File: src/rtl/alu_seq_flags.sv
// alu_seq_flags
//   Registered, width-generic ALU with a stored carry flag for multi-slice
//   arithmetic, and a multi-cycle shift-add unsigned multiply.
//
// Ports
//   clk, rst            rising-edge clock, synchronous active-high reset
//   in_valid / in_ready input handshake carrying op, a, b
//   op[3:0], a, b       operation select and operands
//   out_valid/out_ready output handshake carrying result and flags
//   result, carry, zero, overflow, negative
//                       presented result and its flags
//   busy                multiply in progress
//   dbg_state           current FSM state (IDLE=0, MUL=1, HOLD=2)
//
// Handshake: a transfer happens on a rising edge where valid and ready are
// both high. in_ready does not depend on in_valid; out_valid does not depend
// on out_ready. While out_valid is high, result and flags are held stable
// until a transfer consumes them.
module alu_seq_flags #(
   parameter int WIDTH = 8,
   parameter int CNT_W = $clog2(WIDTH + 1)
) (
   input  logic             clk,
   input  logic             rst,
   input  logic             in_valid,
   output logic             in_ready,
   input  logic [3:0]       op,
   input  logic [WIDTH-1:0] a,
   input  logic [WIDTH-1:0] b,
   output logic             out_valid,
   input  logic             out_ready,
   output logic [WIDTH-1:0] result,
   output logic             carry,
   output logic             zero,
   output logic             overflow,
   output logic             negative,
   output logic             busy,
   output logic [1:0]       dbg_state
);

   localparam logic [3:0] OP_ADD  = 4'h0;
   localparam logic [3:0] OP_SUB  = 4'h1;
   localparam logic [3:0] OP_AND  = 4'h2;
   localparam logic [3:0] OP_OR   = 4'h3;
   localparam logic [3:0] OP_XOR  = 4'h4;
   localparam logic [3:0] OP_NOT  = 4'h5;
   localparam logic [3:0] OP_SHL  = 4'h6;
   localparam logic [3:0] OP_SHR  = 4'h7;
   localparam logic [3:0] OP_ADC  = 4'h8;
   localparam logic [3:0] OP_SBB  = 4'h9;
   localparam logic [3:0] OP_ASR  = 4'hA;
   localparam logic [3:0] OP_ROL  = 4'hB;
   localparam logic [3:0] OP_ROR  = 4'hC;
   localparam logic [3:0] OP_MUL  = 4'hD;
   localparam logic [3:0] OP_CMP  = 4'hE;
   localparam logic [3:0] OP_PASS = 4'hF;

   typedef enum logic [1:0] {
      S_IDLE = 2'd0,
      S_MUL  = 2'd1,
      S_HOLD = 2'd2
   } state_t;

   state_t r_state;
   state_t w_state_next;

   logic [WIDTH-1:0]   r_result;
   logic               r_carry;
   logic               r_zero;
   logic               r_overflow;
   logic               r_negative;
   logic               r_c_st;
   logic [CNT_W-1:0]   r_cnt;
   logic [2*WIDTH-1:0] r_acc;
   logic [2*WIDTH-1:0] r_mcand;
   logic [WIDTH-1:0]   r_mplier;

   logic               w_accept;
   logic               w_mul_last;
   logic               w_cin;
   logic               w_bin;
   logic [WIDTH:0]     w_sum;
   logic [WIDTH:0]     w_diff;
   logic               w_add_ovf;
   logic               w_sub_ovf;
   logic [WIDTH-1:0]   w_res;
   logic               w_c;
   logic               w_v;
   logic [2*WIDTH-1:0] w_acc_next;
   logic               w_mul_hi_nz;

   assign in_ready   = (r_state == S_IDLE) || ((r_state == S_HOLD) && out_ready);
   assign w_accept   = in_valid && in_ready;
   // Counter is loaded with WIDTH and decremented once per MUL cycle; the
   // step that brings it to zero is the last one and also presents the result.
   assign w_mul_last = (r_state == S_MUL) && (r_cnt == CNT_W'(1));

   // Both carry-in and borrow-in come from the stored flag, only for ADC/SBB.
   assign w_cin  = (op == OP_ADC) && r_c_st;
   assign w_bin  = (op == OP_SBB) && r_c_st;
   assign w_sum  = {1'b0, a} + {1'b0, b} + {{WIDTH{1'b0}}, w_cin};
   assign w_diff = {1'b0, a} - {1'b0, b} - {{WIDTH{1'b0}}, w_bin};

   assign w_add_ovf = (a[WIDTH-1] == b[WIDTH-1]) && (w_sum[WIDTH-1] != a[WIDTH-1]);
   assign w_sub_ovf = (a[WIDTH-1] != b[WIDTH-1]) && (w_diff[WIDTH-1] != a[WIDTH-1]);

   // Single-cycle result for every op except MUL (MUL is finished by the
   // shift-add sequence below).
   always_comb begin
      w_res = '0;
      w_c   = 1'b0;
      w_v   = 1'b0;
      case (op)
         OP_ADD, OP_ADC: begin
            w_res = w_sum[WIDTH-1:0];
            w_c   = w_sum[WIDTH];
            w_v   = w_add_ovf;
         end
         OP_SUB, OP_SBB, OP_CMP: begin
            w_res = w_diff[WIDTH-1:0];
            w_c   = w_diff[WIDTH];
            w_v   = w_sub_ovf;
         end
         OP_AND:  w_res = a & b;
         OP_OR:   w_res = a | b;
         OP_XOR:  w_res = a ^ b;
         OP_NOT:  w_res = ~a;
         OP_SHL: begin
            w_res = {a[WIDTH-2:0], 1'b0};
            w_c   = a[WIDTH-1];
         end
         OP_SHR: begin
            w_res = {1'b0, a[WIDTH-1:1]};
            w_c   = a[0];
         end
         OP_ASR: begin
            w_res = {a[WIDTH-1], a[WIDTH-1:1]};
            w_c   = a[0];
         end
         OP_ROL: begin
            w_res = {a[WIDTH-2:0], a[WIDTH-1]};
            w_c   = a[WIDTH-1];
         end
         OP_ROR: begin
            w_res = {a[0], a[WIDTH-1:1]};
            w_c   = a[0];
         end
         OP_PASS: w_res = b;
         default: begin
            w_res = '0;
            w_c   = 1'b0;
            w_v   = 1'b0;
         end
      endcase
   end

   // One shift-add step: add the shifted multiplicand when the current
   // multiplier LSB is set.
   assign w_acc_next  = r_mplier[0] ? (r_acc + r_mcand) : r_acc;
   assign w_mul_hi_nz = |w_acc_next[2*WIDTH-1:WIDTH];

   always_ff @(posedge clk) begin
      if (rst) begin
         r_state <= S_IDLE;
      end else begin
         r_state <= w_state_next;
      end
   end

   always_comb begin
      w_state_next = r_state;
      case (r_state)
         S_IDLE: begin
            if (w_accept) begin
               w_state_next = (op == OP_MUL) ? S_MUL : S_HOLD;
            end
         end
         S_MUL: begin
            if (w_mul_last) begin
               w_state_next = S_HOLD;
            end
         end
         S_HOLD: begin
            if (out_ready) begin
               if (w_accept) begin
                  w_state_next = (op == OP_MUL) ? S_MUL : S_HOLD;
               end else begin
                  w_state_next = S_IDLE;
               end
            end
         end
         default: w_state_next = S_IDLE;
      endcase
   end

   always_ff @(posedge clk) begin
      if (rst) begin
         r_result   <= '0;
         r_carry    <= 1'b0;
         r_zero     <= 1'b0;
         r_overflow <= 1'b0;
         r_negative <= 1'b0;
         r_c_st     <= 1'b0;
         r_cnt      <= '0;
         r_acc      <= '0;
         r_mcand    <= '0;
         r_mplier   <= '0;
      end else if (w_accept) begin
         if (op == OP_MUL) begin
            r_cnt    <= CNT_W'(WIDTH);
            r_acc    <= '0;
            r_mcand  <= {{WIDTH{1'b0}}, a};
            r_mplier <= b;
         end else begin
            r_result   <= w_res;
            r_carry    <= w_c;
            r_zero     <= (w_res == '0);
            r_overflow <= w_v;
            r_negative <= w_res[WIDTH-1];
            r_c_st     <= w_c;
         end
      end else if (r_state == S_MUL) begin
         r_acc    <= w_acc_next;
         r_mcand  <= {r_mcand[2*WIDTH-2:0], 1'b0};
         r_mplier <= {1'b0, r_mplier[WIDTH-1:1]};
         r_cnt    <= r_cnt - CNT_W'(1);
         if (w_mul_last) begin
            r_result   <= w_acc_next[WIDTH-1:0];
            r_carry    <= w_mul_hi_nz;
            r_zero     <= (w_acc_next[WIDTH-1:0] == '0);
            r_overflow <= w_mul_hi_nz;
            r_negative <= w_acc_next[WIDTH-1];
            r_c_st     <= w_mul_hi_nz;
         end
      end
   end

   assign out_valid = (r_state == S_HOLD);
   assign busy      = (r_state == S_MUL);
   assign result    = r_result;
   assign carry     = r_carry;
   assign zero      = r_zero;
   assign overflow  = r_overflow;
   assign negative  = r_negative;
   assign dbg_state = r_state;

endmodule

File: config.mk
export PLATFORM = sky130hd
export DESIGN_NAME = alu_seq_flags
export DESIGN_NICKNAME = d
export VERILOG_FILES = /design/src/rtl/alu_seq_flags.sv
export SDC_FILE = /design/constraint.sdc
export NUM_CORES = 1
export LEC_CHECK = 0
export CAP_MARGIN = 40
export CORE_ASPECT_RATIO = 0.7
export CORE_MARGIN = 5
export CORE_UTILIZATION = 25
export CTS_CLUSTER_DIAMETER = 120
export DETAILED_ROUTE_END_ITERATION = 10
export GPL_TIMING_DRIVEN = 0
export PLACE_DENSITY = 0.43
export SKIP_LAST_GASP = 1
export SLEW_MARGIN = 20
export SYNTH_ARGS = -nofsm -noshare
export SYNTH_HDL_FRONTEND = slang
export SYNTH_SLANG_ARGS = --single-unit
export TNS_END_PERCENT = 10
File: constraint.sdc
create_clock -name clk -period 5.75 [get_ports clk]
set_clock_uncertainty 0.15 [all_clocks]
set_input_delay 1.15 -clock clk [delete_from_list [all_inputs] [get_ports clk]]
set_output_delay 1.15 -clock clk [all_outputs]
set_load 0.005 [all_outputs]
==> metrics.yaml, run 1 <==
status:
  outcome: "complete, no violations"
floorplan:
  io_pins: 41
  die_h_um: 128
  die_w_um: 178
  core-area_um2: 19700
  rows: 43
  design.die.area_um2: 22800
  start_util_pct: 25.2
worst_setup_path:
  r2r_cells: 11
  arrival_ns: 5.33
  worstPathCellList: "clkdlybuf4s50_1 > buf_6 > nor3_1 > nand3_1 > fa_1 > fa_1 > a21oi_1 > o211ai_1 > a2111o_1 > and4bb_1 > nor4b_2 > nand3_1 > a311oi_2"
  r2r_slack_ns: 2.21
  slowest_delay_ns: 0.74
  critPathKind: "input port to flop"
  endpoint_kind: "flop"
  slowest_stage: "nor3_1"
  critPathLaunch: "op[2]"
  critPathLaunchType: "input port"
  r2r-end: "zero"
  crit_fanout: 10
  reg2reg_from: "r_c_st"
  worstPathRequired_ns: 5.84
detailed_routing:
  wl_per_cell_um: 19.7
  wl_met3_mm: 1.79
  top_layer: "met4"
  first_pass_iters: 5
  vias: 5313
  postRouteWirelength_mm: 19.4
  wl_met2_mm: 7.27
  routedLengthMet1_mm: 10.2
  detail-route-antenna-nets: 0
  avgViaCountPerCell: 5.38
  drc: 0
  first_iter_violations: 609
finish:
  diodes: 0
  nets: 789
  area_growth_pct: 21.1
  final_cell_mix: "nand2_1, nor2_1, a21oi_1, dfxtp_1, ha_1"
  final_common_cell: "nand2_1"
  fin_area_um2: 6010
  drive_gt1_share_pct: 6.00
power_and_ir_drop:
  power_leakage_nw: 2.25
  power_mw: 1.31
  power_density_nw_per_um2: 217
  ir_drop_mv: 0.114
yosys:
  synth_edf_count: 0
  synth_compound_area_share_pct: 27.4
  netlist_instances: 664
  synth_top_family_by_area: "compound AO/OA/AOI/OAI gates"
  synth_seq_cells: 57
  synthMuxAreaShare_pct: 1.64
  ys_seq_area_share_pct: 23.0
  syn_area_per_cell_um2: 7.48
  synthSimpleGateAreaFrac_pct: 24.5
  mappedNetlistNets: 740
  synth_flop_cell: "dfxtp_1"
  synthXorXnorAreaFrac_pct: 3.53
  syn-cell-area_um2: 4970
  synthAdderAreaFrac_pct: 13.9
  ys_types: 71
  ys.warnings.count: 0
  async_flop_share_pct: 0
place:
  placed_area_um2: 5700
  dp_hpwl_mm: 15.3
  place_congestion: 0.986
  port_buffers: 39
timing:
  finalCriticalPeriod_ns: 5.25
  max_clock_freq_mhz: 191
  setup_viol: 0
  slew_headroom_pct: 39.8
  finalHoldViolCount: 0
  period_share_pct: 91.2
  rsz0062_at_grt: "false"
  worst_slew_pin_slew_ns: 0.897
  tns_ns: 0
  drv_slew: 0
global_route:
  grt_pass1_wl_mm: 30.1
  antenna_found_initial: 0
  grt_overflow: 0
  grt_pass1_vias: 5055
  grtUsageTotal_pct: 17.1
  grt_max_degree: 11
cts:
  post-cts-setup-buffers: 0
  numCtsBuffers: 9
  clk_pin_slew_ns: 0.06
  cts_tree: "built"
  cts_hold_buf: 0
  clk_path_buf_depth: 2
  cts_sinks: 57
  cts-htree-levels: 3
  root_buffer: "clkbuf_16"
  clock_latency_ns: 0.33
  cts_resized: 0
worst_hold_path:
  min_path_cells: 2
  hold_end: "r_mplier[2]"
  hp-class: "flop to flop"
  worstHoldStart: "r_mplier[2]"
job:
  drv_cap: 0
cells in the mapped netlist (5+ instances only):
library cell / n / area [um2]
a211oi_1: 12 / 90.1
a21o_1: 7 / 52.6
a21oi_1: 58 / 290
a22oi_1: 11 / 82.6
a311oi_1: 9 / 78.8
a31oi_1: 14 / 87.6
and3_1: 5 / 31.3
buf_1: 5 / 18.8
buf_2: 10 / 50.1
clkbuf_1: 20 / 75.1
dfxtp_1: 57 / 1140
fa_1: 5 / 100
ha_1: 47 / 588
inv_1: 35 / 131
mux2i_1: 7 / 70.1
nand2_1: 72 / 270
nand2b_1: 7 / 43.8
nand3_1: 32 / 160
nand4_1: 5 / 31.3
nor2_1: 67 / 251
nor2b_1: 7 / 43.8
nor3_1: 23 / 115
nor4_1: 7 / 43.8
o211ai_1: 7 / 52.6
o21a_1: 8 / 60.1
o21ai_0: 25 / 125
o221ai_1: 5 / 43.8
or3_1: 9 / 56.3
xnor2_1: 16 / 140
routing by layer:
| layer | GRT usage (%) | up-vias |
|---|---|---|
| li1 | - | 2532 |
| met1 | 27.0 | 2562 |
| met2 | 22.4 | 199 |
| met3 | 5.10 | 20 |
| met4 | 3.16 | 0 |
| met5 | 0 | - |
kinds of logic (layout without fill, tap and decap cells):
logic type	Yosys count	count (layout)
AO/OA/AOI/OAI	200	200
XOR/XNOR	20	20
adder cells (fa/ha/maj)	52	52
buffers and inverters	73	126
flip-flops	57	57
multiplexers	8	8
AND/OR/NAND/NOR	254	254
final cells by class:
| class | count | area (um2) |
|---|---|---|
| timing repair buffer | 39 | 390 |
| buffer | 37 | 166 |
| multi-input combinational | 534 | 3530 |
| clock inverter | 5 | 78.8 |
| inverter | 35 | 131 |
| tap | 270 | 338 |
| sequential | 57 | 1140 |
| clock buffer | 10 | 239 |
| fill | 2155 | 13700 |
registers in the layout, indices dropped and copies added, names as in the netlist:
register   count
r_acc         16
r_mcand       16
r_mplier       8
result         8
r_cnt          4
dbg_state      2
overflow       1
r_c_st         1
zero           1
worst max-delay path: cells and delay by family:
| kind | cells | cell delay [ns] |
|---|---|---|
| AND/OR/NAND/NOR | 5 | 1.54 |
| AO/OA/AOI/OAI | 4 | 0.99 |
| adder cells (fa/ha/maj) | 2 | 0.88 |
| buffers and inverters | 2 | 0.77 |
power by group:
group          internal [mW]  switching, mW  total (mW)
combinational          0.122          0.180       0.302
sequential             0.407        0.00957       0.416
clock                  0.388          0.199       0.588
metrics by stage:
| step | hold WS, ns | setup slack, ns | std cells | utilization, % |
|---|---|---|---|---|
| 2_1_floorplan | 0.287 | 1.37 | 664 | - |
| 3_3_place_gp | 0.298 | -0.238 | 973 | 28.9 |
| 3_5_place_dp | 0.298 | -0.208 | 973 | 28.9 |
| 4_1_cts | 0.307 | 0.120 | 988 | 30.6 |
| 5_1_grt | 0.342 | 0.245 | 987 | 30.5 |
| 6_report | 0.310 | 0.505 | 987 | 30.5 |
how the worst max path moves through the flow:
stage | slack (ns) | cells after the start | end
detailed placement | -0.21 | 15 | zero
global route | 0.25 | 14 | result[5]
finish | 0.50 | 13 | zero
floorplan | 1.37 | 15 | zero
CTS | 0.12 | 15 | zero
global placement | -0.24 | 15 | zero
Note: power is estimated with default switching activity, not from simulation.
==> inputs of run 2 (changes only) <==
--- a/config.mk
+++ b/config.mk
@@ -5,16 +5,17 @@
 export SDC_FILE = /design/constraint.sdc
 export NUM_CORES = 1
 export LEC_CHECK = 0
-export CAP_MARGIN = 40
+export CAP_MARGIN = 5
 export CORE_ASPECT_RATIO = 0.7
 export CORE_MARGIN = 5
 export CORE_UTILIZATION = 25
+export CTS_BUF_LIST = sky130_fd_sc_hd__clkbuf_4
 export CTS_CLUSTER_DIAMETER = 120
 export DETAILED_ROUTE_END_ITERATION = 10
 export GPL_TIMING_DRIVEN = 0
 export PLACE_DENSITY = 0.43
 export SKIP_LAST_GASP = 1
-export SLEW_MARGIN = 20
+export SLEW_MARGIN = 5
 export SYNTH_ARGS = -nofsm -noshare
 export SYNTH_HDL_FRONTEND = slang
 export SYNTH_SLANG_ARGS = --single-unit
==> run 2 against run 1 <==
Against the previous run: sequential power is essentially flat; wire length shrank 1.0%; cell count grew 0.10%; clock power shrank 53%; clock-buffer cell count shrank 1; die area is the same; sequential cell count is the same; critical path type unchanged.
==> metrics.yaml, run 2 (synthesis gave the netlist of run 1 again) <==
detailed_routing:
  first_iter_violations: 569  # -6.6%
  wl_per_cell_um: 19.5  # -1.1%
  drc: 0  # unchanged
  first_pass_iters: 5  # unchanged
  postRouteWirelength_mm: 19.2  # -1.0%
  vias: 5322  # +0.17%
  detail-route-antenna-nets: 0  # unchanged
  avgViaCountPerCell: 5.39  # about the same
worst_hold_path:
  hp-class: "flop to flop"
  min_path_cells: 2  # unchanged
power_and_ir_drop:
  power_leakage_nw: 2.15  # -4.4%
  power_density_nw_per_um2: 171  # -21%
  ir_drop_mv: 0.0679  # -40%
timing:
  rsz0062_at_grt: "false"
  finalHoldViolCount: 0  # unchanged
  max_clock_freq_mhz: 191  # about the same
  setup_viol: 0  # unchanged
  whs_ns: 0.321  # +0.0112 ns
  worst_slew_pin_slew_ns: 0.929  # +0.0323 ns
  drv_slew: 0  # unchanged
  finalCriticalPeriod_ns: 5.24  # -0.00221 ns
  period_share_pct: 91.2  # about the same
  setup_slack_ns: 0.507  # +0.00221 ns
  slew_headroom_pct: 37.6  # -2.2 points
place:
  port_buffers: 39  # unchanged
  dp_hpwl_mm: 15.3  # -0.31%
  pre_cts_ws_ns: -0.235  # -0.0272 ns
  placed_area_um2: 5690  # -0.11%
  place_congestion: 0.986  # unchanged
  placedCellCount: 973  # unchanged
worst_setup_path:
  arrival_ns: 5.38  # +0.05 ns
  crit_fanout: 19  # +9
  critPathKind: "input port to flop"
  critPathLaunchType: "input port"
  endpoint_kind: "flop"
  r2r_cells: 11  # unchanged
  worstPathRequired_ns: 5.89  # +0.05 ns
floorplan:
  die_w_um: 178  # unchanged
  start_util_pct: 25.2  # unchanged
  design.die.area_um2: 22800  # unchanged
  die_h_um: 128  # unchanged
  io_pins: 41  # unchanged
  rows: 43  # unchanged
  core-area_um2: 19700  # unchanged
cts:
  cts_tree: "built"
  clk_pin_slew_ns: 0.13  # +0.07 ns
  cts-htree-levels: 3  # unchanged
  cts_resized: 0  # unchanged
  clock_latency_ns: 0.42  # +0.09 ns
  cts_hold_buf: 0  # unchanged
  cts_sinks: 57  # unchanged
  numCtsBuffers: 9  # unchanged
  clk_path_buf_depth: 2  # unchanged
  root_buffer: "clkbuf_4"
global_route:
  antenna_found_initial: 0  # unchanged
  grt_max_degree: 13  # +2
  grt_overflow: 0  # unchanged
  grt_pass1_wl_mm: 29.9  # -0.62%
  grtUsageTotal_pct: 16.9  # -0.17 points
  grt_pass1_vias: 5098  # +0.85%
finish:
  final_cell_count_no_fill: 988  # +0.10%
  final_cell_mix: "nand2_1, nor2_1, a21oi_1, dfxtp_1, ha_1"
  diodes: 0  # unchanged
  final_common_cell: "nand2_1"
  ff_latch_area_um2: 1140  # unchanged
  nets: 789  # unchanged
  area_growth_pct: 17.2
  fin_area_um2: 5820  # -3.3%
  drive_gt1_share_pct: 6.13  # +0.13 points
  multi_input_area_um2: 3530  # unchanged
  reg_top3: "r_acc: 16 flops, r_mcand: 16 flops"
  fillers: 2188  # +1.5%
job:
  drv_cap: 0  # unchanged
status:
  outcome: "complete, no violations"
## run 2: final cells by class
type,count,area share [%]
Buffer,37,2.86
Clock buffer,9,1.16
Clock inverter,7,0.925
Inverter,35,2.26
Multi-Input combinational cell,534,60.7
Sequential cell,57,19.6
Tap cell,270,5.81
Timing Repair Buffer,39,6.71
## run 2: what timing repair did
action,in CTS,in global routing
hold endpoints to repair,0,0
buffers inserted,0,0
endpoints found under the setup margin,0,3
## run 2: power by group
part           internal [mW]  switching [mW]  total, mW
clock network         0.0912           0.185      0.276
registers              0.406         0.00946      0.416
logic                  0.122           0.179      0.301
## run 2: path summary, 6_finish.rpt
kind | start | end | slack [ns]
max reg2reg | r_c_st | result[5] | 2.11
min reg2reg | r_mplier[5] | r_mplier[5] | 0.32
max | op[3] | result[5] | 0.51
min | r_mplier[5] | r_mplier[5] | 0.32
## run 2: critical path, cell delays in order
cell             delay (ns)
clkdlybuf4s50_1        0.58
buf_2                  0.26
buf_2                  0.39
nand3_1                0.16
fa_1                   0.53
inv_1                  0.06
ha_1                   0.16
o21ai_0                0.31
a211oi_1               0.20
xor2_1                 0.18
a2111oi_0              0.49
o31ai_1                0.28
a211oi_1               0.53
nor3_1                 0.08
## run 2: layer usage
| metal | up-vias | track usage [%] | wire length [um] |
|---|---|---|---|
| met5 | - | 0 | 0 |
| met4 | 0 | 2.98 | 136 |
| met3 | 18 | 4.81 | 1620 |
| met2 | 201 | 22.1 | 7230 |
| met1 | 2574 | 27.0 | 10300 |
| li1 | 2529 | - | - |
## run 2: metrics by stage
step / setup TNS [ns] / utilization [%] / power (mW)
CTS: 0 / 29.5 / 1.00
finish: 0 / 29.5 / 0.993
global route: 0 / 29.5 / 1.05
detailed placement: -0.612 / 28.9 / 0.720
global placement: -0.624 / 28.9 / 0.719
floorplan: 0 / - / 0.601
==> inputs of run 3 (changes only) <==
--- a/config.mk
+++ b/config.mk
@@ -13,6 +13,7 @@
 export CTS_CLUSTER_DIAMETER = 120
 export DETAILED_ROUTE_END_ITERATION = 10
 export GPL_TIMING_DRIVEN = 0
+export MAX_ROUTING_LAYER = met4
 export PLACE_DENSITY = 0.43
 export SKIP_LAST_GASP = 1
 export SLEW_MARGIN = 5
==> run 3 against run 2 <==
Against the previous run: cell count did not move; critical path type unchanged; wire length fell by 1.4%; the flow now finishes with violations (capacitance limit, slew limit); utilization rose by 0.076 points; critical path depth did not move; register-to-register slack barely moved.
==> metrics.yaml, run 3 (synthesis gave the netlist of run 1 again) <==
worst_setup_path:
  critPathLaunch: "op[3]"
  worstPathCellList: "clkdlybuf4s50_1 > buf_2 > buf_2 > nand3_1 > fa_1 > ha_1 > o21ai_0 > a211oi_1 > a21oi_1 > o21ba_2 > xnor2_1 > a221oi_1 > nand3_1 > a311oi_2"
  worstPathRequired_ns: 5.94  # +0.05 ns
  r2r_cells: 11  # unchanged
  r2r_slack_ns: 2.12  # about the same
  arrival_ns: 5.39  # about the same
  r2r-end: "zero"
  reg2reg_from: "r_c_st"
  crit_fanout: 19  # unchanged
  slowest_delay_ns: 0.56  # -0.02 ns
  endpoint: "zero"
  endpoint_kind: "flop"
  critPathKind: "input port to flop"
  critPathLaunchType: "input port"
  slowest_stage: "clkdlybuf4s50_1"
place:
  placed_area_um2: 5690  # unchanged
  dp_hpwl_mm: 15.1  # -0.93%
  placedCellCount: 973  # unchanged
  place_congestion: 0.998  # +1.3%
  port_buffers: 39  # unchanged
worst_hold_path:
  hp-class: "flop to flop"
cts:
  cts_sinks: 57  # unchanged
  cts_resized: 0  # unchanged
  clk_path_buf_depth: 2  # unchanged
  clk_pin_slew_ns: 0.12  # about the same
  cts-htree-levels: 3  # unchanged
  root_buffer: "clkbuf_4"
  clock_latency_ns: 0.42  # about the same
  cts_tree: "built"
  numCtsBuffers: 9  # unchanged
global_route:
  grt_max_degree: 12  # -1
  antenna_found_initial: 0  # unchanged
  grt_pass1_vias: 4903  # -3.8%
  grt_overflow: 0  # unchanged
  grt_pass1_wl_mm: 29.6  # -1.1%
  grtUsageTotal_pct: 17.2  # +0.35 points
floorplan:
  io_pins: 41  # unchanged
  die_h_um: 128  # unchanged
  rows: 43  # unchanged
  start_util_pct: 25.2  # unchanged
  core-area_um2: 19700  # unchanged
  die_w_um: 178  # unchanged
  design.die.area_um2: 22800  # unchanged
timing:
  finalCriticalPeriod_ns: 5.19  # -0.0494 ns
  period_share_pct: 90.3  # -0.86 points
  slew_headroom_pct: -8.03  # -46 points
  whs_ns: 0.323  # +0.00144 ns
  rsz0062_at_grt: "false"
  tns_ns: 0  # unchanged
  max_clock_freq_mhz: 193  # +0.95%
  drv_slew: 5  # +5
  finalHoldViolCount: 0  # unchanged
  worst_slew_pin_slew_ns: 1.60  # +0.669 ns
  setup_viol: 0  # unchanged
finish:
  drive_gt1_share_pct: 5.99  # -0.14 points
  final_cell_mix: "nand2_1, nor2_1, a21oi_1, dfxtp_1, ha_1"
  reg_top3: "r_acc: 16 flops, r_mcand: 16 flops"
  fin_util_pct: 29.6  # +0.076 points
  final_common_cell: "nand2_1"
  nets: 789  # unchanged
  fin_area_um2: 5830  # +0.26%
  diodes: 0  # unchanged
  final_cell_count_no_fill: 988  # unchanged
  area_growth_pct: 17.5
status:
  outcome: "complete, but fails checks"
  violations: "capacitance limit, slew limit"
job:
  drv_cap: 1  # +1
detailed_routing:
  detail-route-antenna-nets: 0  # unchanged
  first_iter_violations: 594  # +4.4%
  avgViaCountPerCell: 5.32  # -1.2%
  postRouteWirelength_mm: 19.0  # -1.4%
  first_pass_iters: 5  # unchanged
  vias: 5260  # -1.2%
  wl_per_cell_um: 19.2  # -1.4%
  drc: 0  # unchanged
power_and_ir_drop:
  ir_drop_mv: 0.0766  # +13%
  power_density_nw_per_um2: 176  # +3.2%
  p_seq_share_pct: 40.4  # -1.5 points
  p_sw_mw: 0.361  # -3.3%
  p_clk_share_pct: 30.4  # +2.6 points
  cellInternalPower_mw: 0.667  # +7.6%
  swShare_pct: 35.2  # -2.5 points
  comb_power_share_pct: 29.1  # -1.2 points
  power_leakage_nw: 2.16  # +0.59%
==> run 3: changes by cell type in the layout (fill, tap and decap cells not counted), sizes merged <==
cell | before | now
clkbuf | 29 | 30
bufinv | 0 | 1
clkinvlp | 3 | 2
inv | 37 | 36
==> run 3: routing by layer <==
metal | track usage, % | wire length (um)
met1 | 27.1 | 10100
met2 | 21.6 | 7170
met3 | 4.69 | 1570
met4 | 2.80 | 113
met5 | - | 0
==> run 3: what timing repair did <==
action,in CTS,in global routing
hold endpoints to repair,0,0
setup endpoints to repair,0,1
buffers inserted,0,0
hold buffers,0,0
==> run 3: worst min-delay path by stage <==
stage	start	endpoint	slack (ns)	cells past startpoint
final	r_mplier[2]	r_mplier[2]	0.32	2
after global routing	r_mplier[5]	r_mplier[5]	0.34	2
after CTS	r_mplier[1]	r_mplier[1]	0.32	2
after detailed placement	r_mplier[1]	r_mplier[1]	0.30	2
after global placement	r_mplier[2]	r_mplier[2]	0.30	2
after floorplan	r_mplier[1]	r_mplier[1]	0.29	2
==> run 3: final cells by class <==
cell class | count | area, um2
plain buffers | 37 | 166
fillers | 2175 | 13900
multi-input cells | 534 | 3520
clock buffers | 10 | 75.1
repair buffers | 39 | 390
well taps | 270 | 338
flip-flops and latches | 57 | 1140
clock inverters | 6 | 67.6
inverters | 35 | 131
==> run 3: worst max-delay path: cells and delay by family <==
| kind | cells | cell delay [ns] |
|---|---|---|
| compound gates | 6 | 1.81 |
| fa+ha+maj | 2 | 0.75 |
| buf+inv | 3 | 1.18 |
| simple gates | 2 | 0.32 |
| xor+xnor | 1 | 0.16 |
==> run 3: through the flow <==
step	total power, mW	setup WS [ns]
3_5_place_dp	0.719	-0.215
6_report	1.03	0.556
2_1_floorplan	0.601	1.37
5_1_grt	1.09	0.317
4_1_cts	1.04	0.233
3_3_place_gp	0.719	-0.250
==> run 3: power groups by stage <==
stage	logic [mW]	registers, mW	clock network [mW]
after floorplan	0.179	0.422	0
after global placement	0.294	0.425	0
after detailed placement	0.294	0.425	0
after CTS	0.296	0.416	0.326
after global routing	0.327	0.418	0.345
final	0.300	0.416	0.313
